$ cat src/rtl/usb_buff_pkg.sv
// Shared constants and types for the USB ping-pong buffer write-side scheduler.
package usb_buff_pkg;

  localparam int unsigned HALF_LEN   = 126;
  localparam int unsigned HALF2_BASE = 126;

  typedef enum logic [1:0] {
    IDLE   = 2'd0,
    GRANT0 = 2'd1,
    GRANT1 = 2'd2
  } state_e;

  typedef logic req_idx_t;

  function automatic logic [7:0] half_addr(input logic wh, input logic [6:0] cnt);
    logic [7:0] base;
    base = wh ? 8'(HALF2_BASE) : '0;
    return base + {1'b0, cnt};
  endfunction

endpackage

$ cat src/rtl/usb_buff_halfptr.sv
// Half-buffer bookkeeping: fill count, write half, transceiver ownership and
// the BUFFREADY toggle handed to the USB transceiver.
module usb_buff_halfptr
  import usb_buff_pkg::*;
(
  input  logic       clk_i,
  input  logic       rst_ni,
  input  logic       accept_i,
  input  logic       drain_done_i,
  output logic [7:0] addr_o,
  output logic       blocked_o,
  output logic       bufready_o
);

  logic [6:0] cnt_q, cnt_d;
  logic       wh_q, wh_d;
  logic [1:0] owned_q, owned_d;
  logic       dp_q, dp_d;
  logic       full_q, full_d;
  logic       bufready_q, bufready_d;
  logic       last_byte;

  assign last_byte  = (cnt_q == 7'(HALF_LEN - 1));
  assign addr_o     = half_addr(wh_q, cnt_q);
  assign blocked_o  = owned_q[wh_q];
  assign bufready_o = bufready_q;

  // Drain clear uses dp, fill set uses wh; both may land on the same edge.
  always_comb begin
    cnt_d      = cnt_q;
    wh_d       = wh_q;
    owned_d    = owned_q;
    dp_d       = dp_q;
    full_d     = 1'b0;
    bufready_d = bufready_q ^ full_q;
    if (drain_done_i && owned_q[dp_q]) begin
      owned_d[dp_q] = 1'b0;
      dp_d          = ~dp_q;
    end
    if (accept_i) begin
      if (last_byte) begin
        cnt_d          = '0;
        owned_d[wh_q]  = 1'b1;
        wh_d           = ~wh_q;
        full_d         = 1'b1;
      end else begin
        cnt_d = cnt_q + 7'd1;
      end
    end
  end

  always_ff @(posedge clk_i or negedge rst_ni) begin
    if (!rst_ni) begin
      cnt_q      <= '0;
      wh_q       <= 1'b0;
      owned_q    <= '0;
      dp_q       <= 1'b0;
      full_q     <= 1'b0;
      bufready_q <= 1'b0;
    end else begin
      cnt_q      <= cnt_d;
      wh_q       <= wh_d;
      owned_q    <= owned_d;
      dp_q       <= dp_d;
      full_q     <= full_d;
      bufready_q <= bufready_d;
    end
  end

endmodule

$ cat src/rtl/usb_buff_scheduler.sv
// Packet-granular round-robin arbiter writing two byte streams into the
// 256-byte USB ping-pong buffer, stalling on halves still owned by the transceiver.
module usb_buff_scheduler
  import usb_buff_pkg::*;
(
  input  logic       CLK,
  input  logic       RST_N,
  input  logic       ENA,
  input  logic       REQ0,
  input  logic       REQ1,
  input  logic [7:0] DATA0,
  input  logic [7:0] DATA1,
  input  logic       LAST0,
  input  logic       LAST1,
  output logic       ACK0,
  output logic       ACK1,
  input  logic       DRAIN_DONE,
  output logic       WREN_USBBUFF,
  output logic [7:0] WADDR_USBBUFF,
  output logic [7:0] D_USBBUFF,
  output logic       BUFFREADY_USBTRANS,
  output logic       STALL
);

  state_e     state_q, state_d;
  req_idx_t   rr_q, rr_d;
  logic       accept0, accept1, accept;
  logic       blocked;
  logic [7:0] addr;
  logic       wren_q, wren_d;
  logic [7:0] waddr_q, waddr_d;
  logic [7:0] data_q, data_d;
  logic       stall_q, stall_d;

  assign accept0 = ENA && (state_q == GRANT0) && REQ0 && !blocked;
  assign accept1 = ENA && (state_q == GRANT1) && REQ1 && !blocked;
  assign accept  = accept0 || accept1;

  assign ACK0               = accept0;
  assign ACK1               = accept1;
  assign WREN_USBBUFF       = wren_q;
  assign WADDR_USBBUFF      = waddr_q;
  assign D_USBBUFF          = data_q;
  assign STALL              = stall_q;

  usb_buff_halfptr u_halfptr (
    .clk_i        (CLK),
    .rst_ni       (RST_N),
    .accept_i     (accept),
    .drain_done_i (DRAIN_DONE),
    .addr_o       (addr),
    .blocked_o    (blocked),
    .bufready_o   (BUFFREADY_USBTRANS)
  );

  always_comb begin
    state_d = state_q;
    rr_d    = rr_q;
    if (ENA) begin
      case (state_q)
        IDLE: begin
          if (REQ0 && REQ1) begin
            state_d = rr_q ? GRANT1 : GRANT0;
            rr_d    = ~rr_q;
          end else if (REQ0) begin
            state_d = GRANT0;
          end else if (REQ1) begin
            state_d = GRANT1;
          end
        end
        GRANT0:  if (accept0 && LAST0) state_d = IDLE;
        GRANT1:  if (accept1 && LAST1) state_d = IDLE;
        default: state_d = IDLE;
      endcase
    end
  end

  always_comb begin
    wren_d  = accept;
    waddr_d = waddr_q;
    data_d  = data_q;
    if (accept) begin
      waddr_d = addr;
      data_d  = accept1 ? DATA1 : DATA0;
    end
    stall_d = blocked && (((state_q == GRANT0) && REQ0) || ((state_q == GRANT1) && REQ1));
  end

  always_ff @(posedge CLK or negedge RST_N) begin
    if (!RST_N) begin
      state_q <= IDLE;
      rr_q    <= 1'b0;
      wren_q  <= 1'b0;
      waddr_q <= '0;
      data_q  <= '0;
      stall_q <= 1'b0;
    end else begin
      state_q <= state_d;
      rr_q    <= rr_d;
      wren_q  <= wren_d;
      waddr_q <= waddr_d;
      data_q  <= data_d;
      stall_q <= stall_d;
    end
  end

endmodule

$ cat config.mk
export PLATFORM = sky130hd
export DESIGN_NAME = usb_buff_scheduler
export DESIGN_NICKNAME = d
export VERILOG_FILES = /design/src/rtl/usb_buff_pkg.sv /design/src/rtl/usb_buff_halfptr.sv /design/src/rtl/usb_buff_scheduler.sv
export SDC_FILE = /design/constraint.sdc
export NUM_CORES = 1
export LEC_CHECK = 0
export CORE_ASPECT_RATIO = 0.5
export CORE_MARGIN = 4
export CORE_UTILIZATION = 49
export CTS_CLUSTER_DIAMETER = 200
export DETAILED_ROUTE_END_ITERATION = 8
export PLACE_DENSITY_LB_ADDON = 0.05
export SLEW_MARGIN = 20
export SYNTH_ARGS = -nofsm -noshare
export SYNTH_HDL_FRONTEND = slang
export SYNTH_SLANG_ARGS = --single-unit
$ cat constraint.sdc
create_clock -name CLK -period 2.51 [get_ports CLK]
set_clock_uncertainty 0.1 [all_clocks]
set_input_delay 0.6275 -clock CLK [delete_from_list [all_inputs] [get_ports CLK]]
set_output_delay 0.6275 -clock CLK [all_outputs]
set_load 0.05 [all_outputs]
==> metrics <==
PnR worst setup slack=0.0469 ns; Post-CTS Resized=0; Chip Width=93.5 um; Crit path largest cell delay=0.47 ns; detailed placement HPWL=2850 um; GR Util All Layers=17.7%; Skew-Pair Late Insertion Delay=0.28 ns; Critical Path Sink Type=output pin; Worst-Margin Slew=0.525 ns; largest family of logic cells by synthesized area=compound AO/OA/AOI/OAI gates; Mapped Area=0.00179 mm2; hold_sp=u_halfptr.full_q; core area=0.00347 mm2; gr ovfl total=0; Post-Layout Cell Count=273; Hold Path Class=flop to flop; XOR/XNOR Fraction of Synth Area=3.42%; postcts setup bufs=0; flops & latches, synth=34; clock slew at reported path FFs=0.07 ns; row count=15; Vias/cell=5.15; CTS Buf Count=5; asr flop ratio synth=100%; leakage power=1.15 nW; largest area contributor in the netlist=dfrtp_1; final hold vios=0; drt first pass iters=4; Final #Nets=255; Distinct cells, synth=44; post-synthesis adder-cell area fraction=6.70%; DRT iter0 DRCs=69; multiplexer share of the synthesized area=8.38%; Post-Place Setup Slack=0.0461 ns; Synth area leaders=dfrtp_1 (47%), ha_1 (5.6%), o21ai_0 (5.6%), mux2i_1 (5.0%), nand2_1 (3.6%); Design Area, Final=0.00244 mm2; Slew Viols, Final=0; worst hold margin=0.341 ns; Post-Route Setup TNS=0 ns; average wire per standard cell=14.0 um; cells along the critical path=clkdlybuf4s50_1, and3b_1, and3_1, buf_12; Final Cycle Share=98.1%; initial antenna violation count=0; Hold Path Sink=u_halfptr.bufready_o; Peak VDD IR=484 uV; Port Buf Inserts=44; outcome=complete, no violations; Layout area overhead=36.4%; H-tree depth=2; area of the die=0.00475 mm2; Diodes inserted=0; RSZ-0062 raised after global routing=no; Synth Area in Simple Gates=11.9%; Hold Path Depth=1; ys flop type=dfrtp_1; min Tclk post-route=2.46 ns; cell area power density=924 mW/mm2; share of the core filled with cells=70.4%; Initial Util=51.6%; Sink Count=34; syn nets=201; # hold bufs at CTS=0; Final setup viols=0; vias in the first global route=1416; Die Span Y=50.8 um; total wire length=3830 um; IO Pins=45; R2R cell count=6; buffer depth of the longest clock path=2; pin count of the biggest net entering global routing=35; Detail Route Antenna Nets=0; Worst setup SP type=input port; Synth warnings=0; area fraction of the dominant cell type after synthesis=47.5%; Critical Path Fanout Max=3; compound-cell area share of the yosys netlist=17.9%; Pwr Total=2.26 mW; CP Class=input port to output pin; required time of the critical path=1.78 ns; clock root buffer=clkbuf_8; reg2reg start=u_halfptr.wh_q; placed cell areas=0.00236 mm2; Cells after DPL=266; Critical R2R Capture=WADDR_USBBUFF[7]; fmax=406 MHz; max-cap violations=0; Remaining DRCs=0; Mapped Cells=168; GP Congestion=0.812; count of flip-flops with a built-in enable after synthesis=0; Slew headroom=64.9%; Worst Path Arrival=1.74 ns; slowest CP cell=clkdlybuf4s50_1; Vias=1405; Synth Area per Inst=10.7 um2; global-route wire length before repair=6460 um; TritonCTS clock tree=built; r2r setup slk=0.34 ns; sequential fraction of the synthesis area=47.5%; share of cells above drive strength 1=12.6%
-- state kept, by name (all words and copies together), names as in the netlist, 2 cells and up --
signal	count
D_USBBUFF	8
WADDR_USBBUFF	8
u_halfptr.cnt_q	7
state_q	2
u_halfptr.owned_q	2
-- critical path, delay by kind of cell --
family                 cells  cell delay [ns]
buffers and inverters      2             0.62
and+or+nand+nor            2             0.49
-- how the worst max path moves through the flow --
| stage | from | to | slack (ns) | cells after the start |
|---|---|---|---|---|
| 2_1_floorplan | u_halfptr.wh_q | ACK1 | 0.09 | 3 |
| 6_report | REQ0 | ACK0 | 0.05 | 4 |
| 4_1_cts | REQ0 | ACK0 | 0.04 | 4 |
| 5_1_grt | REQ0 | ACK0 | 0.02 | 4 |
| 3_3_place_gp | REQ0 | ACK0 | 0.07 | 4 |
| 3_5_place_dp | REQ0 | ACK0 | 0.05 | 4 |
-- synth_stat cells, types with 2 or more instances --
library cell and count:
nor2_1 8, xnor2_1 2, inv_1 6, o31ai_1 3, xor2_1 5, a21oi_1 8
or3_1 2, mux2i_1 9, buf_2 5, nand2_1 17, o21ai_0 20, mux2_2 2
ha_1 8, nand3_1 3, a211oi_1 2, a221o_1 2, dfrtp_1 34, nand3b_1 2
a21o_1 3, a31oi_1 2, and3_1 2
-- layout by cell type, fill, tap and decap left out, types with 6 or more instances in the layout --
cell | Yosys | layout
buf_4 | 1 | 10
a21oi_1 | 8 | 8
mux2i_1 | 9 | 9
inv_1 | 6 | 6
clkdlybuf4s50_1 | 0 | 42
nand2_1 | 17 | 17
ha_1 | 8 | 8
dfrtp_1 | 34 | 34
o21ai_0 | 20 | 20
nor2_1 | 8 | 8
-- power breakdown --
group          switching, mW  internal [mW]
Clock                  0.186          0.190
Sequential             0.126          0.698
Combinational          0.642          0.417
Total                  0.954           1.30
-- kinds of logic (layout without fill, tap and decap cells) --
kind of cell    Yosys count  in the layout
compound gates           48             48
simple gates             42             42
flops                    34             34
buf+inv                  15             69
mux                      13             13
fa+ha+maj                 9              9
xor+xnor                  7              7
-- layer usage --
layer	part of all wire, %	up-vias	GRT usage, %
met5	0	-	0
met4	0.63	0	5.84
met3	6.6	2	5.54
met2	42	33	27.9
met1	51	656	23.1
li1	-	714	-
-- area by class of cell --
class	instances	area, um2
multi-input combinational	119	867
timing repair buffer	55	556
inverter	7	26.3
tap	51	63.8
sequential	34	851
clock inverter	1	7.51
fill	277	1030
clock buffer	6	72.6
(Power assumes the default switching activity.)
